===== src/rtl/core_pkg.sv =====
// Shared definitions for the LM/SM micro-sequencer: opcodes, instruction
// field positions and the sequencer state encoding.
package core_pkg;

  localparam logic [3:0] OP_LM = 4'b0110;
  localparam logic [3:0] OP_SM = 4'b0111;

  localparam int OP_MSB   = 15;
  localparam int OP_LSB   = 12;
  localparam int LIST_MSB = 7;
  localparam int LIST_LSB = 0;

  typedef enum logic {
    IDLE = 1'b0,
    RUN  = 1'b1
  } state_t;

  function automatic logic is_lm_sm(input logic [3:0] op);
    return (op == OP_LM) || (op == OP_SM);
  endfunction

endpackage


===== src/rtl/prio_enc8.sv =====
// Lowest-set-bit encoder: selects the next register of an LM/SM list.
// An empty list yields idx=0 with any=0.
module prio_enc8 (
  input  logic [7:0] in,
  output logic [2:0] idx,
  output logic       any
);

  always_comb begin
    // NOTE: every output gets a default first so no path through the loop leaves it unassigned (no latch).
    idx = 3'd0;
    any = |in;
    // Scan downward so the lowest set bit is the last, and winning, assignment.
    for (int i = 7; i >= 0; i--) begin
      if (in[i]) idx = 3'(i);
    end
  end

endmodule


===== src/rtl/lm_sm_sequencer.sv =====
// LM/SM micro-sequencer: expands one load/store-multiple instruction into one
// single-register transfer per cycle, lowest register first, address +1 each.
module lm_sm_sequencer
  import core_pkg::*;
#(
  parameter int ADDR_W = 16,
  parameter int NREG   = 8
) (
  input  logic              clk,
  input  logic              reset,
  input  logic [15:0]       ir_in,
  input  logic              ir_valid,
  input  logic [ADDR_W-1:0] base_addr,
  input  logic              hold,
  input  logic              flush,
  output logic              stall_fetch,
  output logic              uop_valid,
  output logic              uop_is_load,
  output logic [2:0]        uop_reg,
  output logic [ADDR_W-1:0] uop_addr,
  output logic [NREG-1:0]   rem_mask,
  output logic              done
);

  state_t            state;
  logic [NREG-1:0]   mask;
  logic [ADDR_W-1:0] addr;
  logic              is_load;

  logic [3:0]        opcode;
  logic [NREG-1:0]   list;
  logic [NREG-1:0]   mask_next;
  logic              accept;
  logic              run;
  logic [2:0]        low_idx;
  logic              low_any;

  // RA selector and IR[8] are consumed elsewhere; RA arrives as base_addr.
  logic              unused_ir;
  assign unused_ir = ^ir_in[OP_LSB-1:LIST_MSB+1];

  assign opcode    = ir_in[OP_MSB:OP_LSB];
  assign list      = ir_in[LIST_LSB +: NREG];
  assign run       = (state == RUN);
  assign accept    = (state == IDLE) && ir_valid && is_lm_sm(opcode) && !hold && !flush;
  assign mask_next = mask & (mask - NREG'(1));

  prio_enc8 u_prio_enc8 (
    .in  (mask),
    .idx (low_idx),
    .any (low_any)
  );

  // Fetch freezes in the accept cycle itself, before the sequencer leaves IDLE.
  assign stall_fetch = run || accept;
  assign uop_valid   = run && low_any;
  assign uop_is_load = run ? is_load : 1'b0;
  assign uop_reg     = run ? low_idx : 3'd0;
  assign uop_addr    = run ? addr : '0;
  assign rem_mask    = run ? mask : '0;

  // NOTE: sequential state is written only with non-blocking assignments so every register samples pre-edge values.
  always_ff @(posedge clk) begin
    if (reset) begin
      state   <= IDLE;
      mask    <= '0;
      addr    <= '0;
      is_load <= 1'b0;
      done    <= 1'b0;
    end else begin
      done <= 1'b0;
      if (flush) begin
        // An abandoned sequence never reports completion.
        state <= IDLE;
        mask  <= '0;
      end else begin
        case (state)
          IDLE: begin
            if (accept) begin
              mask    <= list;
              addr    <= base_addr;
              is_load <= (opcode == OP_LM);
              if (list != '0) state <= RUN;
              else            done  <= 1'b1;
            end
          end
          RUN: begin
            if (!hold) begin
              mask <= mask_next;
              addr <= addr + ADDR_W'(1);
              if (mask_next == '0) begin
                state <= IDLE;
                done  <= 1'b1;
              end
            end
          end
          default: state <= IDLE;
        endcase
      end
    end
  end

endmodule


===== config.mk =====
export PLATFORM = sky130hd
export DESIGN_NAME = lm_sm_sequencer
export DESIGN_NICKNAME = d
export VERILOG_FILES = /design/src/rtl/core_pkg.sv /design/src/rtl/prio_enc8.sv /design/src/rtl/lm_sm_sequencer.sv
export SDC_FILE = /design/constraint.sdc
export NUM_CORES = 1
export LEC_CHECK = 0
export ABC_AREA = 1
export ABC_CLOCK_PERIOD_IN_PS = 2400
export CAP_MARGIN = 15
export CORE_UTILIZATION = 40
export CTS_CLUSTER_DIAMETER = 200
export DETAILED_ROUTE_END_ITERATION = 10
export GPL_ROUTABILITY_DRIVEN = 0
export GPL_TIMING_DRIVEN = 0
export HOLD_SLACK_MARGIN = 0.08
export PLACE_DENSITY = 0.72
export REMOVE_ABC_BUFFERS = 1
export SYNTH_ARGS = -nofsm -noshare
export SYNTH_HDL_FRONTEND = slang
export SYNTH_SLANG_ARGS = --single-unit

===== constraint.sdc =====
create_clock -name clk -period 2.4 [get_ports clk]
set_input_delay 0.48 -clock clk [delete_from_list [all_inputs] [get_ports clk]]
set_output_delay 0.48 -clock clk [all_outputs]
set_load 0.02 [all_outputs]

==> results of run 1 <==
[routing by layer]
layer	track usage (%)	vias up
li1	-	1194
met1	27.0	1000
met2	36.5	77
met3	3.06	2
met4	4.79	0
met5	0	-
[through the flow]
step,utilization (%),cell area [um^2],setup TNS (ns)
after floorplan,-,1900,0
after global placement,55.3,2610,-22.36
after detailed placement,55.9,2640,-3.17
after CTS,57.0,2690,0
after global routing,57.1,2700,0
final,57.1,2700,0
[worst paths after layout]
check / startpoint / end / slack (ns) / cells past startpoint
max: mask[0] / uop_reg[2] / 0.08 / 4
min reg2reg: addr[2] / addr[2] / 0.51 / 2
max reg2reg: run / addr[11] / 0.32 / 6
min: addr[2] / addr[2] / 0.51 / 2
[power by group through the flow]
stage	Clock (uW)	Combinational, uW	Sequential [uW]
after floorplan	0	41.9	467
after global placement	0	107	469
after detailed placement	0	108	469
after CTS	275	109	457
after global routing	295	119	459
final	267	109	457
[cells by family (layout without fill, tap and decap cells)]
family / Yosys count / after routing / share of synthesized area, %
buffers and inverters: 56 / 114 / 12.1
and+or+nand+nor: 182 / 182 / 39.0
AOI/OAI and AO/OA: 72 / 72 / 20.7
DFF: 27 / 27 / 27.6
adders and majority gates: 1 / 1 / 0.638
[registers in the layout (all words and copies together) (netlist names)]
| register | cells |
|---|---|
| addr | 16 |
| run | 1 |
| mask | 8 |
| is_load | 1 |
| done | 1 |
[cell usage after synthesis, drive strengths merged]
master	n
a21oi	26
a22oi	2
a311oi	1
a31oi	1
buf	9
clkbuf	1
dfxtp	27
ha	1
inv	46
nand2	99
nand3	14
nand4	5
nor2	58
nor3	3
o211ai	2
o21ai	39
o22ai	1
or2	3
[cell usage in the layout, fill, tap and decap left out, types with 2 or more instances in the layout]
master / n
clkbuf_8: 3
nand3_2: 2
clkdlybuf4s50_1: 61
nor2_1: 53
o21ai_1: 16
nand2_1: 96
nand2_2: 3
nor2_4: 2
a22oi_1: 2
nand4_1: 5
dfxtp_1: 26
a21oi_1: 21
o21ai_0: 22
nor3_1: 3
or2_2: 2
nor2_2: 3
nand3_1: 12
inv_1: 44
o211ai_1: 2
a21oi_2: 4
[timing repair]
action	4_1_cts	5_1_grt
pin swaps	0	0
setup endpoints to repair	39	1
setup buffers	0	0
hold endpoints to repair	0	0
gates resized for setup	5	1
[critical path, cell delays in order, from the launching register on]
cell and delay, ns:
dfxtp_1 0.39, nor2_4 0.19, nand2_1 0.10, a311oi_1 0.23, clkdlybuf4s50_1 0.66
[area by class of cell]
class / count / area, um^2
Sequential cell: 27 / 544
Tap cell: 67 / 83.8
Fill cell: 491 / 2030
Multi-Input combinational cell: 255 / 1180
Clock buffer: 3 / 41.3
Clock inverter: 1 / 5.00
Inverter: 46 / 178
Timing Repair Buffer: 64 / 659
==> results.sh, run 1 <==
export IMPL_grt_ovfl_total=0
export IMPL_clk_pin_slew_ns=0.10
export IMPL_slew_violations=0
export IMPL_seqPwrFrac_pct=54.9
export IMPL_switching_share_pct=24.1
export IMPL_cts_tree="built"
export IMPL_synth_top_area_cell="dfxtp_1"
export IMPL_wl_met2_um=2500
export IMPL_leakagePower_uw=0.00124
export IMPL_yosys_warnings=0
export IMPL_avgRoutedWirePerCell_um=11.2
export IMPL_min_period_ns=2.32
export IMPL_die_w_um=72.0
export IMPL_first_iter_violations=177
export IMPL_grt_max_degree=36
export IMPL_cts_sinks=27
export IMPL_drive_gt1_share_pct=6.57
export IMPL_status="complete, no violations"
export IMPL_syn_to_final_growth_pct=37.4
export IMPL_place_ws_ns=-0.349
export IMPL_vdd_ir_drop_max_uv=183
export IMPL_synth_top_area_share_pct=27.6
export IMPL_drc_errors=0
export IMPL_clkLatencyLatePin_ns=0.28
export IMPL_htreeDepth=1
export IMPL_portBuffers=63
export IMPL_syn_avg_cell_area_um2=5.80
export IMPL_io_pins=68
export IMPL_p_sw_uw=200
export IMPL_synth_seq_cells=27
export IMPL_slew_headroom_pct=53.1
export IMPL_netlist_top_cells_area="dfxtp_1 (28%), nand2_1 (18%), nor2_1 (10%), inv_1 (8.4%), o21ai_0 (5.6%)"
export IMPL_max_freq_ghz=0.431
export IMPL_cts_hold_buf=0
export IMPL_antenna_found_initial=0
export IMPL_cp_required_ns=1.92
export IMPL_cts_buffer_depth=2
export IMPL_first_pass_iters=4
export IMPL_pwr_share_comb_pct=13.0
export IMPL_ant_nets=0
export IMPL_cts_inserted_buffers=3
export IMPL_syn_area_mm2=0.00196
export IMPL_min_period_over_period_pct=96.6
export IMPL_finalSetupViolCount=0
export IMPL_top_layer_used="met4"
export IMPL_cts_root_buf="clkbuf_8"
export IMPL_crit_type="flip-flop to output port"
export IMPL_dp_cells=459
export IMPL_critPathLaunchType="flip-flop"
export IMPL_maxCapViolations=0
export IMPL_worstHoldPathType="flip-flop to flip-flop"
export IMPL_grt_pass1_wl_um=8740
export IMPL_rsz0062_at_grt="no"
export IMPL_grt_use_total_pct=20.8
export IMPL_antenna_cells=0
export IMPL_fin_hold_ws_ns=0.508
export IMPL_die_height_um=72.0
export IMPL_final_cells=463
export IMPL_worst_pin_slew_ns=0.701
export IMPL_dr_total_vias=2273
export IMPL_via_per_inst=4.91
export IMPL_met3_length_um=261
export IMPL_grt_pass1_vias=1972
export IMPL_wl_met1_um=2410
export IMPL_coreArea_mm2=0.00472
export IMPL_yosysSeqAreaShare_pct=27.6
export IMPL_critPathCaptureType="output port"
export IMPL_dp_hpwl_um=3800
export IMPL_p_total_uw=833
export IMPL_clockPowerShare_pct=32.1
export IMPL_fp_row_count=25
export IMPL_layout_setup_ws_ns=0.0819
export IMPL_start_util_pct=41.5
export IMPL_routed_wirelength_um=5190
export IMPL_hold_violations=0
export IMPL_finalNetCount=435
export IMPL_p_int_uw=633
export IMPL_cp_max_fo=6
export IMPL_crit_arrival_ns=1.84
export IMPL_powerDensity_mw_per_mm2=309
export IMPL_postSynthCellCount=338
export IMPL_dieArea_mm2=0.00519
export IMPL_fin_skew_ns=0.00752
export IMPL_yosysUniqueCellTypes=31
(Power assumes the default switching activity.)
==> run 2: changes to the inputs <==
PLACE_DENSITY = 0.77   (was 0.72)
==> run 2 against run 1 <==
Highest routed layer unchanged; register-to-register slack got worse by 0.05 ns; setup slack improved by 0.076 ns; design area is 0.42% lower; sequential share of layout area grew 0.085 points; global-route usage is 0.15 points higher; critical endpoint is now uop_addr[6]; critical path depth did not move; maximum frequency increased by 3.4%; combinational power is essentially flat; clock-buffer cell count is 1 higher; largest cell class unchanged; clock skew fell by 0.0044 ns.
==> results.sh, run 2 (synthesis gave the netlist of run 1 again) <==
export IMPL_drive_gt1_share_pct=6.31
export IMPL_cp_max_fo=22
export IMPL_worst_path_max_delay_cell="clkdlybuf4s50_1"
export IMPL_min_period_over_period_pct=93.4
export IMPL_cts_sinks=27
export IMPL_cts_buffer_depth=2
export IMPL_maxCapViolations=0
export IMPL_place_ws_ns=-0.377
export IMPL_multi_input_area_mm2=0.00118
export IMPL_dieArea_mm2=0.00519
export IMPL_fin_skew_ns=0.00315
export IMPL_vdd_ir_drop_max_uv=175
export IMPL_cp_required_ns=1.92
export IMPL_finalSetupViolCount=0
export IMPL_grt_ovfl_total=0
export IMPL_regArea_um2=544
export IMPL_final_common_cell="nand2_1"
export IMPL_first_pass_iters=4
export IMPL_cts_inserted_buffers=3
export IMPL_whs_path_depth=2
export IMPL_dp_hpwl_um=3940
export IMPL_clk_pin_slew_ns=0.09
export IMPL_antenna_found_initial=0
export IMPL_layout_setup_ws_ns=0.158
export IMPL_ff2ff_setup_slack_ns=0.27
export IMPL_worstReg2RegStart="run"
export IMPL_largest_register="addr"
export IMPL_hold_violations=0
export IMPL_fp_row_count=25
export IMPL_grt_pass1_wl_um=8920
export IMPL_finalNetCount=435
export IMPL_drc_errors=0
export IMPL_cp_cell_sequence="buf_8, nand2_1, inv_1, clkdlybuf4s50_1"
export IMPL_grt_max_degree=36
export IMPL_min_from="addr[2]"
export IMPL_largest_register_ffs=16
export IMPL_leakagePower_uw=0.00125
export IMPL_syn_to_final_growth_pct=36.8
export IMPL_start_util_pct=41.5
export IMPL_rsz0062_at_grt="no"
export IMPL_worst_pin_slew_ns=0.699
export IMPL_first_iter_violations=138
export IMPL_io_pins=68
export IMPL_die_w_um=72.0
export IMPL_slew_violations=0
export IMPL_worstHoldPathType="flip-flop to flip-flop"
export IMPL_via_per_inst=4.89
export IMPL_status="complete, no violations"
export IMPL_crit_arrival_ns=1.76
export IMPL_crit_type="flip-flop to output port"
export IMPL_slew_headroom_pct=53.3
export IMPL_clkLatencyLatePin_ns=0.27
export IMPL_antenna_cells=0
export IMPL_cts_tree="built"
export IMPL_crit_family="buffers and inverters"
export IMPL_grt_pass1_vias=2106
export IMPL_final_cell_mix="nand2_1 (96), clkdlybuf4s50_1 (60), nor2_1 (53)"
export IMPL_powerDensity_mw_per_mm2=308
export IMPL_grt_use_total_pct=21.0
export IMPL_fill_cells=482
export IMPL_htreeDepth=1
export IMPL_coreArea_mm2=0.00472
export IMPL_cts_hold_buf=0
export IMPL_reg_top3="addr (16), mask (8)"
export IMPL_critPathLaunchType="flip-flop"
export IMPL_avgRoutedWirePerCell_um=11.5
export IMPL_utilization_pct=56.8
export IMPL_max_stage_delay_ns=0.59
export IMPL_routed_wirelength_um=5310
export IMPL_critPathCaptureType="output port"
export IMPL_min_to="addr[2]"
export IMPL_r2r_end="addr[9]"
export IMPL_portBuffers=63
export IMPL_dr_total_vias=2266
export IMPL_die_height_um=72.0
export IMPL_max_freq_ghz=0.446
export IMPL_r2r_cells=6
export IMPL_cp_buffers_inverters=3
export IMPL_cts_root_buf="clkbuf_8"
export IMPL_ant_nets=0
export IMPL_min_period_ns=2.24
==> run 2: changes by cell type in the layout (fill, tap and decap cells not counted), sizes merged <==
cell / change
clkbuf: +1
clkinv: -1
dlymetal6s2s: +1
clkdlybuf4s50: -1
==> run 2: area by class of cell <==
class / count / share of cell area (%)
Sequential cell: 27 / 20.3
Clock buffer: 4 / 1.68
Multi-Input combinational cell: 255 / 44.1
Timing Repair Buffer: 64 / 24.2
Inverter: 46 / 6.62
Tap cell: 67 / 3.12
==> run 2: worst max-delay path by stage <==
stage | from | end | cells after the start
global placement | run | uop_reg[0] | 3
floorplan | run | uop_reg[0] | 2
global route | ir_in[14] | addr[4] | 8
CTS | run | uop_reg[0] | 3
finish | run | uop_addr[6] | 4
detailed placement | run | uop_reg[0] | 3
==> run 2: where the power goes <==
group	internal (uW)	switching [uW]
Clock	119	142
Combinational	64.5	45.0
Sequential	451	6.00
==> run 2: timing repair <==
| item | in CTS | in global routing |
|---|---|---|
| setup buffers | 0 | 0 |
| setup endpoints to repair | 41 | 2 |
| resized for setup | 5 | 2 |
==> run 2: worst min-delay path, stage by stage, from the launching register on <==
cell,delay (ns)
dfxtp_1,0.35
inv_1,0.08
a21oi_2,0.05
==> run 2: metal layers <==
layer  track usage (%)  vias up  part of all wire, %
li1                  -     1193                    -
met2              36.1       56                   48
met5                 0        -                    0
met3              2.92        4                  4.2
met1              27.7     1013                   47
met4              5.45        0                 0.47
==> run 2: metrics by stage <==
stage | hold WS, ns | setup TNS, ns | std cells | cell area [um^2] | power [uW]
final | 0.519 | 0 | 463 | 2680 | 827
after global routing | 0.543 | 0 | 463 | 2680 | 861
after CTS | 0.511 | 0 | 463 | 2680 | 836
after detailed placement | 0.496 | -3.45 | 459 | 2630 | 577
after global placement | 0.484 | -22.09 | 458 | 2610 | 576
after floorplan | 0.465 | 0 | 328 | 1900 | 509
